--- src/rtl/mem_pkg.sv ---
// Shared types for the memory-access stage: access FSM states and the
// E/M and M/W pipeline-register payloads.
package mem_pkg;

    localparam int unsigned WORD_W = 32;
    localparam int unsigned REG_W  = 4;

    typedef enum logic [1:0] {
        IDLE = 2'd0,
        REQ  = 2'd1,
        DONE = 2'd2
    } mem_state_t;

    typedef struct packed {
        logic              pcsrc;
        logic              regwrite;
        logic              memtoreg;
        logic              memwrite;
        logic [REG_W-1:0]  rd;
        logic [WORD_W-1:0] alu_result;
        logic [WORD_W-1:0] write_data;
    } em_bundle_t;

    typedef struct packed {
        logic              pcsrc;
        logic              regwrite;
        logic              memtoreg;
        logic              fault;
        logic [REG_W-1:0]  rd;
        logic [WORD_W-1:0] read_data;
        logic [WORD_W-1:0] alu_out;
    } mw_bundle_t;

    localparam int unsigned EM_W = $bits(em_bundle_t);
    localparam int unsigned MW_W = $bits(mw_bundle_t);

    // Bits cleared when a bubble is loaded into M/W; data fields are held.
    localparam mw_bundle_t MW_CTRL_MASK = '{
        pcsrc:     1'b1,
        regwrite:  1'b1,
        memtoreg:  1'b1,
        fault:     1'b1,
        rd:        '0,
        read_data: '0,
        alu_out:   '0
    };

    function automatic logic is_mem_op(input em_bundle_t b);
        return b.memtoreg | b.memwrite;
    endfunction

endpackage

--- src/rtl/mem_stage_reg.sv ---
// Pipeline register with async reset, load enable and bubble load
// (bubble clears the CTRL_MASK bits and holds everything else).
module stage_reg #(
    parameter int unsigned W         = 8,
    parameter logic [W-1:0] CTRL_MASK = '0
) (
    input  logic         clk,
    input  logic         reset,
    input  logic         en,
    input  logic         bubble,
    input  logic [W-1:0] d,
    output logic [W-1:0] q
);

    always_ff @(posedge clk or posedge reset) begin
        if (reset) begin
            q <= '0;
        end else if (bubble) begin
            q <= q & ~CTRL_MASK;
        end else if (en) begin
            q <= d;
        end
    end

endmodule

--- src/rtl/mem_stage.sv ---
// Memory-access stage: E/M register, request/acknowledge data-bus FSM and M/W
// register. Optional alignment check is enabled by defining MEM_ALIGN_CHECK_EN.
module mem_stage
    import mem_pkg::*;
#(
    parameter int unsigned WIDTH = WORD_W
) (
    input  logic             clk,
    input  logic             reset,
    input  logic             PCSrcE,
    input  logic             RegWriteE,
    input  logic             MemtoRegE,
    input  logic             MemWriteE,
    input  logic [3:0]       RdE,
    input  logic [WIDTH-1:0] ALUResultE,
    input  logic [WIDTH-1:0] WriteDataE,
    output logic             StallM,
    output logic             RegWriteM,
    output logic [3:0]       RdM,
    output logic [WIDTH-1:0] ALUResultM,
    output logic             DReq,
    output logic             DWe,
    output logic [WIDTH-1:0] DAddr,
    output logic [WIDTH-1:0] DWData,
    input  logic             DAck,
    input  logic [WIDTH-1:0] DRData,
    output logic             PCSrcW,
    output logic             RegWriteW,
    output logic             MemtoRegW,
    output logic [3:0]       RdW,
    output logic [WIDTH-1:0] ReadDataW,
    output logic [WIDTH-1:0] ALUOutW,
    output logic             FaultW
);

    em_bundle_t        em_d;
    em_bundle_t        em_q;
    mw_bundle_t        mw_d;
    mw_bundle_t        mw_q;
    mem_state_t        state;
    mem_state_t        state_next;
    logic              misalign;
    logic              mem_op;
    logic              stall;
    logic              capture;
    logic              dreq;
    logic [WORD_W-1:0] rbuf;

    assign em_d = '{
        pcsrc:      PCSrcE,
        regwrite:   RegWriteE,
        memtoreg:   MemtoRegE,
        memwrite:   MemWriteE,
        rd:         RdE,
        alu_result: WORD_W'(ALUResultE),
        write_data: WORD_W'(WriteDataE)
    };

    // E/M holds while the access is outstanding.
    stage_reg #(
        .W         (EM_W),
        .CTRL_MASK ('0)
    ) u_em_reg (
        .clk    (clk),
        .reset  (reset),
        .en     (~stall),
        .bubble (1'b0),
        .d      (em_d),
        .q      (em_q)
    );

    // A misaligned access bypasses the bus and leaves M as a faulted op.
`ifdef MEM_ALIGN_CHECK_EN
    assign misalign = is_mem_op(em_q) & (em_q.alu_result[1:0] != 2'b00);
`else
    assign misalign = 1'b0;
`endif

    assign mem_op = is_mem_op(em_q) & ~misalign;

    always_ff @(posedge clk or posedge reset) begin
        if (reset) begin
            state <= IDLE;
        end else begin
            state <= state_next;
        end
    end

    always_comb begin
        state_next = state;
        unique case (state)
            IDLE:    if (mem_op) state_next = REQ;
            REQ:     if (DAck)   state_next = DONE;
            DONE:    state_next = IDLE;
            default: state_next = IDLE;
        endcase
    end

    always_comb begin
        stall   = 1'b0;
        capture = 1'b0;
        if (mem_op && (state != DONE)) stall = 1'b1;
        if ((state == REQ) && DAck)    capture = 1'b1;
    end

    // Bus request flop mirrors REQ; read buffer catches data on acknowledge.
    always_ff @(posedge clk or posedge reset) begin
        if (reset) begin
            dreq <= 1'b0;
            rbuf <= '0;
        end else begin
            dreq <= (state_next == REQ);
            if (capture) rbuf <= WORD_W'(DRData);
        end
    end

    always_comb begin
        mw_d           = '0;
        mw_d.pcsrc     = em_q.pcsrc;
        mw_d.regwrite  = em_q.regwrite & ~misalign;
        mw_d.memtoreg  = em_q.memtoreg;
        mw_d.fault     = misalign;
        mw_d.rd        = em_q.rd;
        mw_d.read_data = (em_q.memtoreg & ~misalign) ? rbuf : '0;
        mw_d.alu_out   = em_q.alu_result;
    end

    // M/W takes a bubble on every stalled cycle.
    stage_reg #(
        .W         (MW_W),
        .CTRL_MASK (MW_CTRL_MASK)
    ) u_mw_reg (
        .clk    (clk),
        .reset  (reset),
        .en     (1'b1),
        .bubble (stall),
        .d      (mw_d),
        .q      (mw_q)
    );

    assign StallM     = stall;
    assign RegWriteM  = em_q.regwrite;
    assign RdM        = em_q.rd;
    assign ALUResultM = WIDTH'(em_q.alu_result);

    assign DReq   = dreq;
    assign DWe    = em_q.memwrite;
    assign DAddr  = WIDTH'(em_q.alu_result);
    assign DWData = WIDTH'(em_q.write_data);

    assign PCSrcW    = mw_q.pcsrc;
    assign RegWriteW = mw_q.regwrite;
    assign MemtoRegW = mw_q.memtoreg;
    assign RdW       = mw_q.rd;
    assign ReadDataW = WIDTH'(mw_q.read_data);
    assign ALUOutW   = WIDTH'(mw_q.alu_out);
    assign FaultW    = mw_q.fault;

endmodule

--- config.mk ---
export PLATFORM = sky130hd
export DESIGN_NAME = mem_stage
export DESIGN_NICKNAME = d
export VERILOG_FILES = /design/src/rtl/mem_pkg.sv /design/src/rtl/mem_stage_reg.sv /design/src/rtl/mem_stage.sv
export SDC_FILE = /design/constraint.sdc
export NUM_CORES = 1
export LEC_CHECK = 0
export ABC_AREA = 1
export CORE_ASPECT_RATIO = 1.1
export CORE_UTILIZATION = 48
export CTS_BUF_LIST = sky130_fd_sc_hd__clkbuf_16
export CTS_CLUSTER_SIZE = 20
export DETAILED_ROUTE_END_ITERATION = 12
export PLACE_DENSITY = 0.85
export SLEW_MARGIN = 20
export SYNTH_ARGS = -nofsm -noshare
export SYNTH_HDL_FRONTEND = slang
export SYNTH_HIERARCHICAL = 1
export SYNTH_SLANG_ARGS = --single-unit
--- constraint.sdc ---
create_clock -name clk -period 5.3 [get_ports clk]
set_input_delay 1.06 -clock clk [delete_from_list [all_inputs] [get_ports clk]]
set_output_delay 1.06 -clock clk [all_outputs]
set_load 0.01 [all_outputs]
==> flow_summary.ini, run 1 <==
[global_routing]
grt_usage_pct = 26.3
grt_max_degree = 74
grt_antenna_before_repair = 0
grt_pass1_wl_mm = 33.6
grt_pass1_vias = 6509
grt.overflow.total = 0

[power_and_ir_drop]
p_per_area_mw_per_mm2 = 629
p_comb_share_pct = 44.8
clockPowerShare_pct = 18.6
p_sw_share_pct = 38.4
intPower_mw = 4.20
switchingPower_mw = 2.62
power_mw = 6.82
p_leak_nw = 5.55
ir_drop_mv = 0.293
pwr-share-seq_pct = 36.6

[drt]
wl_per_cell_um = 16.3
met3_length_mm = 1.53
m1WireLength_mm = 8.24
routed_wl_mm = 21.4
ant_nets = 0
firstDrtPassIters = 5
via_per_inst = 5.16
met2WireLength_mm = 10.9
drtIter0Drc = 546
dr_total_vias = 6784
routed.top_layer = met4
drc = 0

[floorplan]
io_pins = 283
core_mm2 = 0.0157
rows = 48
die_h_um = 135
start_util_pct = 49.3
dieArea_mm2 = 0.0167
fp.dieW_um = 123

[clock_tree]
clockBufferDepth = 2
clk_pin_slew_worst_paths_ns = 0.07
cts_tree = built
postCtsSetupRepairBufs = 0
clk_latency_ns = 0.43
h-tree-depth = 4
clock_sinks = 179
cts_buffers = 17
cts_hold_buf = 0
cts-resized-gates = 0
cts-root-buf = clkbuf_16

[synthesis]
yosys_warnings = 6
yosysUniqueCellTypes = 16
yosysSeqAreaShare_pct = 57.7
synthXorXnorAreaFrac_pct = 0
synth_compound_area_share_pct = 0.193
synth-seq-cells = 179
syn_avg_cell_area_um2 = 8.76
yosys.area_share.simple_pct = 31.5
synth-adder-area-share_pct = 0
synthMuxAreaShare_pct = 0
synthCells = 886
syn_area_mm2 = 0.00776
synth_top_family_by_area = simple AND/OR/NAND/NOR gates

[critical_path]
crit_path_end_kind = output pin
crit_chain = nor2_1 -> a21oi_1 -> clkdlybuf4s50_1
setup.worst_path.class = reg2out
path_max_fanout = 35
arrival_ns = 2.37
worstPathRequired_ns = 4.24
cpPeakStageDelay_ns = 0.76
start_kind = register
slowest_stage = dfrtp_2

[min_path]
hp-class = reg2reg

[sta]
relSlewSlack_pct = 41.1
setup_violations = 0
rsz0062_at_grt = false
post-route-period-util_pct = 64.7
finClkSkew_ns = 0.0103
slew_viol_final = 0
tns_ns = 0
hold_viol = 0
layout_min_cycle_time_ns = 3.43
clock.fmax_mhz = 292
worst_pin_slew_ns = 0.884
holdWs_ns = 0.471

[place]
routabilityCongestion = 0.821
portBuffers = 282
post_dp_cell_area_mm2 = 0.0102
dp_hpwl_mm = 13.7

[final_layout]
final_area_mm2 = 0.0108
fillCellCount = 1262
drive_gt1_share_pct = 5.56
antennaDiodeCount = 0
final_util_pct = 68.9
nNetsFinal = 1210
areaGrowthSynthToFinish_pct = 39.7

[flow_run]
drv_cap = 0

[run_status]
status = completed
cell usage in the layout, fill, tap and decap left out:
master	Yosys	final
nand2_2	11	11
dfrtp_2	0	1
nand3_1	144	144
nor2_1	2	2
inv_4	1	1
bufinv_16	0	2
inv_8	0	2
inv_2	5	5
clkinvlp_4	0	2
inv_1	35	33
nand3_4	1	1
inv_6	0	6
clkbuf_16	0	17
clkdlybuf4s50_1	0	282
buf_4	42	8
clkinv_4	0	1
nand2_1	376	376
nand4_1	32	32
a21oi_1	3	3
dfrtp_1	179	178
nand2_8	1	1
clkinv_2	0	4
conb_1	2	4
flip-flops by register name, summed over array words and instances, names as in the netlist:
register / cells
u_em_reg/q: 72
state: 2
u_mw_reg/q: 72
rbuf: 32
DReq: 1
cell usage after synthesis:
cell type | n | area (um^2)
nand4_1 | 32 | 200
inv_4 | 1 | 6.26
nand2_1 | 376 | 1410
nand2_8 | 1 | 20.0
nand2_2 | 11 | 68.8
nand3_4 | 1 | 17.5
inv_2 | 5 | 18.8
buf_6 | 13 | 146
inv_1 | 35 | 131
dfrtp_1 | 179 | 4480
a21oi_1 | 3 | 15.0
buf_2 | 39 | 195
nor2_1 | 2 | 7.51
conb_1 | 2 | 7.51
nand3_1 | 144 | 721
buf_4 | 42 | 315
per-layer routing:
layer	vias to the layer above	GRT usage, %
met4	0	12.6
li1	3211	-
met5	-	0
met2	279	44.6
met1	3241	31.5
met3	53	5.93
area by class of cell:
cell class | instances | area, um^2 | share of cell area [%]
timing repair buffer | 290 | 2880 | 26.6
clock buffer | 17 | 425 | 3.92
tap | 200 | 250 | 2.31
multi-input combinational | 574 | 2480 | 22.8
sequential | 179 | 4480 | 41.3
inverter | 41 | 159 | 1.47
clock inverter | 15 | 169 | 1.56
worst paths after layout:
kind                            cells past startpoint           start              to  slack, ns
max in group asynchronous                           3           reset  u_mw_reg/q[47]       3.23
worst max-delay path                                3  u_em_reg/q[69]          StallM       1.87
min in group asynchronous                           3           reset        rbuf[25]       1.14
worst min-delay path                                2  u_mw_reg/q[67]  u_mw_reg/q[67]       0.47
worst max register to register                      7  u_em_reg/q[69]  u_mw_reg/q[32]       2.65
worst min register to register                      2  u_mw_reg/q[67]  u_mw_reg/q[67]       0.47
power groups by stage:
stage	logic (mW)	registers [mW]	clock network [mW]
floorplan	1.50	2.61	0
global placement	2.97	2.48	0
finish	3.05	2.49	1.27
global route	3.34	2.57	1.34
CTS	3.07	2.49	1.29
detailed placement	3.05	2.50	0
critical path, delay by kind of cell (launching register included):
family	cells	cell delay, ns
DFF	1	0.76
and+or+nand+nor	1	0.14
AOI/OAI and AO/OA	1	0.37
buffers and inverters	1	0.65
stage by stage:
step	std cells	worst slack (ns)
finish	1316	1.87
global route	1316	1.73
CTS	1316	1.52
detailed placement	1284	1.98
global placement	1284	2.05
floorplan	888	2.42
cell families (layout without fill, tap and decap cells):
family,after synthesis,count (layout)
and+or+nand+nor,567,567
DFF,179,179
buffers and inverters,135,363
AOI/OAI and AO/OA,3,3
other,2,4
Note: power is estimated with default switching activity, not from simulation.
==> run 2, diff against run 1 <==
CORE_UTILIZATION = 45   (was 48)
PLACE_DENSITY = 0.81   (was 0.85)
clock period = 3.2 ns   (was 5.3 ns; I/O delays follow)
==> run 2 against run 1 <==
Setup slack worse by 1.2 ns. Global-route usage down 1.2 points. Register-to-register slack worse by 1.7 ns. Die area up 6.6%. Worst hold slack lost 0.0028 ns. Cell count grew 2.8%. Core utilization decreased by 4.8 points.
==> flow_summary.ini, run 2 (same netlist as run 1, synthesis figures left out) <==
[clock_tree]
clk_latency_ns = 0.42
clk_pin_slew_worst_paths_ns = 0.07
cts_tree = built
cts-root-buf = clkbuf_16
clock_sinks = 179
cts_hold_buf = 0
cts-resized-gates = 0
clockBufferDepth = 2
postCtsSetupRepairBufs = 0
h-tree-depth = 4
cts_buffers = 17

[sta]
rsz0062_at_grt = false
fin_ws_ns = 0.668
finClkSkew_ns = 0.00819
setup_violations = 0
slew_viol_final = 0
worst_pin_slew_ns = 0.875
tns_ns = 0
clock.fmax_mhz = 395
hold_viol = 0
relSlewSlack_pct = 41.5
post-route-period-util_pct = 79.1
layout_min_cycle_time_ns = 2.53

[floorplan]
start_util_pct = 45.8
core_mm2 = 0.0170
io_pins = 283
die_h_um = 140
fp.dieW_um = 127
rows = 50
dieArea_mm2 = 0.0178

[global_routing]
grt_usage_pct = 25.1
grt_pass1_vias = 6560
grt_max_degree = 74
grt_pass1_wl_mm = 34.4
grt.overflow.total = 0
grt_antenna_before_repair = 0

[drt]
ant_nets = 0
via_per_inst = 5.02
wl_per_cell_um = 16.0
routed_wl_mm = 21.6
drtIter0Drc = 377
dr_total_vias = 6798
firstDrtPassIters = 5
drc = 0

[final_layout]
nNetsFinal = 1213
final_util_pct = 64.1
largestRegisters = u_em_reg/q (72), u_mw_reg/q (72), rbuf (32)
final_common_cell = nand2_1
antennaDiodeCount = 0
drive_gt1_share_pct = 5.36
final_cell_mix = nand2_1 (376), clkdlybuf4s50_1 (282), dfrtp_1 (179)
final_cell_count_no_fill = 1353
areaGrowthSynthToFinish_pct = 39.9

[power_and_ir_drop]
switchingPower_mw = 4.29
p_leak_nw = 5.53
pwr-share-seq_pct = 36.7
p_per_area_mw_per_mm2 = 1020
ir_drop_mv = 0.579
p_sw_share_pct = 38.7
p_comb_share_pct = 46.6
intPower_mw = 6.80
clockPowerShare_pct = 16.7

[critical_path]
slowest_stage = clkdlybuf4s50_1
rr_worst_depth = 7
crit_path_end_kind = output pin
crit_chain = nor2_1 -> a21oi_1 -> clkdlybuf4s50_1
worstPathRequired_ns = 2.56
start_kind = register
setup.worst_path.class = reg2out
cpPeakStageDelay_ns = 0.67
arrival_ns = 1.89
path_max_fanout = 4

[place]
routabilityCongestion = 0.795
portBuffers = 282
dp_slack_ns = 0.987
dp_hpwl_mm = 14.1
dp_cells = 1321

[min_path]
hp-class = reg2reg
hold_depth = 2

[run_status]
status = completed

[flow_run]
drv_cap = 0
run 2: per-layer routing:
| layer | global-route usage (%) | part of all wire [%] |
|---|---|---|
| met5 | 0 | 0 |
| met4 | 11.2 | 2.8 |
| met3 | 5.27 | 5.6 |
| met2 | 42.5 | 51 |
| met1 | 31.0 | 41 |
run 2: area by class of cell:
cell class / count / area (um^2)
clock inverter: 15 / 97.6
clock buffer: 17 / 425
multi-input combinational: 574 / 2480
tap: 234 / 293
inverter: 41 / 159
timing repair buffer: 293 / 2930
fill: 1442 / 6090
sequential: 179 / 4480
run 2: final timing paths:
path	slack, ns	from	end
max in group asynchronous	1.72	reset	u_em_reg/q[54]
min in group asynchronous	0.65	reset	u_mw_reg/q[70]
setup reg to reg	0.97	u_em_reg/q[68]	u_mw_reg/q[40]
hold / removal	0.47	u_mw_reg/q[25]	u_mw_reg/q[25]
hold reg to reg	0.47	u_mw_reg/q[25]	u_mw_reg/q[25]
setup / recovery	0.67	u_em_reg/q[68]	StallM
run 2: worst max-delay path, delay by kind of cell, from the launching register on:
| kind | cells | cell delay [ns] |
|---|---|---|
| buf+inv | 1 | 0.67 |
| flops | 1 | 0.38 |
| compound gates | 1 | 0.33 |
| simple gates | 1 | 0.09 |
run 2: power by group through the flow:
stage / clock (mW) / sequential, mW / combinational [mW]
after CTS: 1.89 / 4.07 / 5.18
final: 1.85 / 4.07 / 5.17
after global placement: 0 / 4.06 / 5.03
after floorplan: 0 / 4.33 / 2.48
after detailed placement: 0 / 4.08 / 5.16
after global routing: 1.98 / 4.20 / 5.62
run 2: per-stage QoR:
| stage | cell area [um^2] | hold WS, ns | power (mW) |
|---|---|---|---|
| 2_1_floorplan | 7770 | 0.442 | 6.81 |
| 3_3_place_gp | 10300 | 0.453 | 9.09 |
| 3_5_place_dp | 10300 | 0.457 | 9.24 |
| 4_1_cts | 10900 | 0.473 | 11.1 |
| 5_1_grt | 10900 | 0.486 | 11.8 |
| 6_report | 10900 | 0.469 | 11.1 |
==> run 3, diff against run 2 <==
CORE_UTILIZATION = 41   (was 45)
PLACE_DENSITY = 0.78   (was 0.81)
clock period = 2.3 ns   (was 3.2 ns; I/O delays follow)
==> run 3 against run 2 <==
Via count is 1.6% lower. First-iteration DRC count is 19% higher. Sequential power is 39% higher. Critical endpoint unchanged. Clock skew is 0.00071 ns higher. Cell count is 0.89% higher.
==> flow_summary.ini, run 3 (same netlist as run 1, synthesis figures left out) <==
[run_status]
status = completed

[final_layout]
final_common_cell = nand2_1
antennaDiodeCount = 0
nNetsFinal = 1216
largestRegisters = u_em_reg/q (72), u_mw_reg/q (72), rbuf (32)
regArea_mm2 = 0.00448
drive_gt1_share_pct = 5.97
final_area_mm2 = 0.0110
fillCellCount = 1626
final_util_pct = 59.6
areaGrowthSynthToFinish_pct = 41.8
final_cell_mix = nand2_1 (376), clkdlybuf4s50_1 (282), dfrtp_1 (179)
multi_input_area_mm2 = 0.00248

[power_and_ir_drop]
p_sw_share_pct = 38.1
p_per_area_mw_per_mm2 = 1430
intPower_mw = 9.76
p_leak_nw = 5.59
ir_drop_mv = 0.682
p_comb_share_pct = 45.6
clockPowerShare_pct = 18.6
switchingPower_mw = 6.00
pwr-share-seq_pct = 35.8

[sta]
clock.fmax_mhz = 450
slew_viol_final = 0
relSlewSlack_pct = 64.0
rsz0062_at_grt = false
holdWs_ns = 0.433
hold_viol = 0
post-route-period-util_pct = 96.6
worst_pin_slew_ns = 0.539
finClkSkew_ns = 0.00889
layout_min_cycle_time_ns = 2.22
setup_violations = 0
tns_ns = 0

[global_routing]
grt_pass1_wl_mm = 34.2
grt_usage_pct = 22.5
grt_max_degree = 74
grt.overflow.total = 0
grt_pass1_vias = 6590
grt_antenna_before_repair = 0

[floorplan]
dieArea_mm2 = 0.0195
fp.dieW_um = 133
core_mm2 = 0.0185
die_h_um = 146
rows = 52
io_pins = 283
start_util_pct = 42.0

[drt]
dr_total_vias = 6690
wl_per_cell_um = 15.5
drc = 0
firstDrtPassIters = 5
routed_wl_mm = 21.2
drtIter0Drc = 450
via_per_inst = 4.90
ant_nets = 0

[place]
portBuffers = 282
dp_hpwl_mm = 14.2
post_dp_cell_area_mm2 = 0.0104
routabilityCongestion = 0.808

[critical_path]
crit_path_end_kind = output pin
rr_startpoint = u_em_reg/q[68]
setup.worst_path.class = reg2out
rr_worst_depth = 6
worstPathRequired_ns = 1.84
timing.rr.end = u_em_reg/q[57]
arrival_ns = 1.76
ff2ff_setup_slack_ns = 0.45
path_max_fanout = 4
start_kind = register

[clock_tree]
clk_pin_slew_worst_paths_ns = 0.07
clockBufferDepth = 2
cts-root-buf = clkbuf_16
cts_hold_buf = 0
h-tree-depth = 4
clock_sinks = 179
cts_tree = built
clk_latency_ns = 0.42
cts_buffers = 17

[min_path]
hp-class = in2async

[flow_run]
drv_cap = 0
-- run 3: changes by cell type in the layout (fill, tap and decap cells not counted), sizes merged --
cell / delta
clkinv: -5
inv: +4
buf: +3
bufinv: +2
clkinvlp: -1
-- run 3: stage by stage --
stage | power, mW | cells | setup WS (ns)
finish | 15.8 | 1365 | 0.0791
floorplan | 9.48 | 888 | 0.0151
detailed placement | 12.9 | 1333 | 0.370
global route | 16.8 | 1365 | 0.00857
global placement | 12.7 | 1333 | 0.407
CTS | 15.9 | 1365 | 0.0524
-- run 3: worst max-delay path by stage --
stage,start,endpoint,slack [ns],cells after the start
after floorplan,reset,u_em_reg/q[0],0.02,1
after global placement,u_em_reg/q[68],StallM,0.41,3
after detailed placement,u_em_reg/q[68],u_em_reg/q[57],0.37,6
after CTS,u_em_reg/q[68],StallM,0.05,3
after global routing,u_em_reg/q[68],StallM,0.009,3
final,u_em_reg/q[68],StallM,0.08,3
-- run 3: layer usage --
| metal | up-vias | routed length, um | track usage [%] |
|---|---|---|---|
| li1 | 3216 | - | - |
| met3 | 27 | 1350 | 6.18 |
| met4 | 0 | 445 | 8.07 |
| met5 | - | 0 | 0 |
| met1 | 3201 | 8650 | 28.0 |
| met2 | 246 | 10700 | 37.6 |
-- run 3: critical path, cell delays in order (launching register included) --
cell	delay [ns]
dfrtp_1	0.37
nor2_1	0.09
a21oi_2	0.27
clkdlybuf4s50_1	0.60
-- run 3: layout make-up --
type | count | area share [%]
timing repair buffer | 296 | 27.2
inverter | 41 | 1.43
clock inverter | 15 | 1.56
multi-input combinational | 574 | 22.5
tap | 243 | 2.76
clock buffer | 17 | 3.86
sequential | 179 | 40.7
-- run 3: power groups by stage --
stage	clock network [mW]	logic, mW	registers, mW
floorplan	0	3.46	6.02
global placement	0	7.05	5.65
detailed placement	0	7.23	5.67
CTS	2.99	7.25	5.65
global route	3.16	7.85	5.84
finish	2.93	7.20	5.65
-- run 3: what timing repair did --
action,CTS,global route
setup endpoints to repair,1,0
setup buffers,0,0
resized for setup,1,0
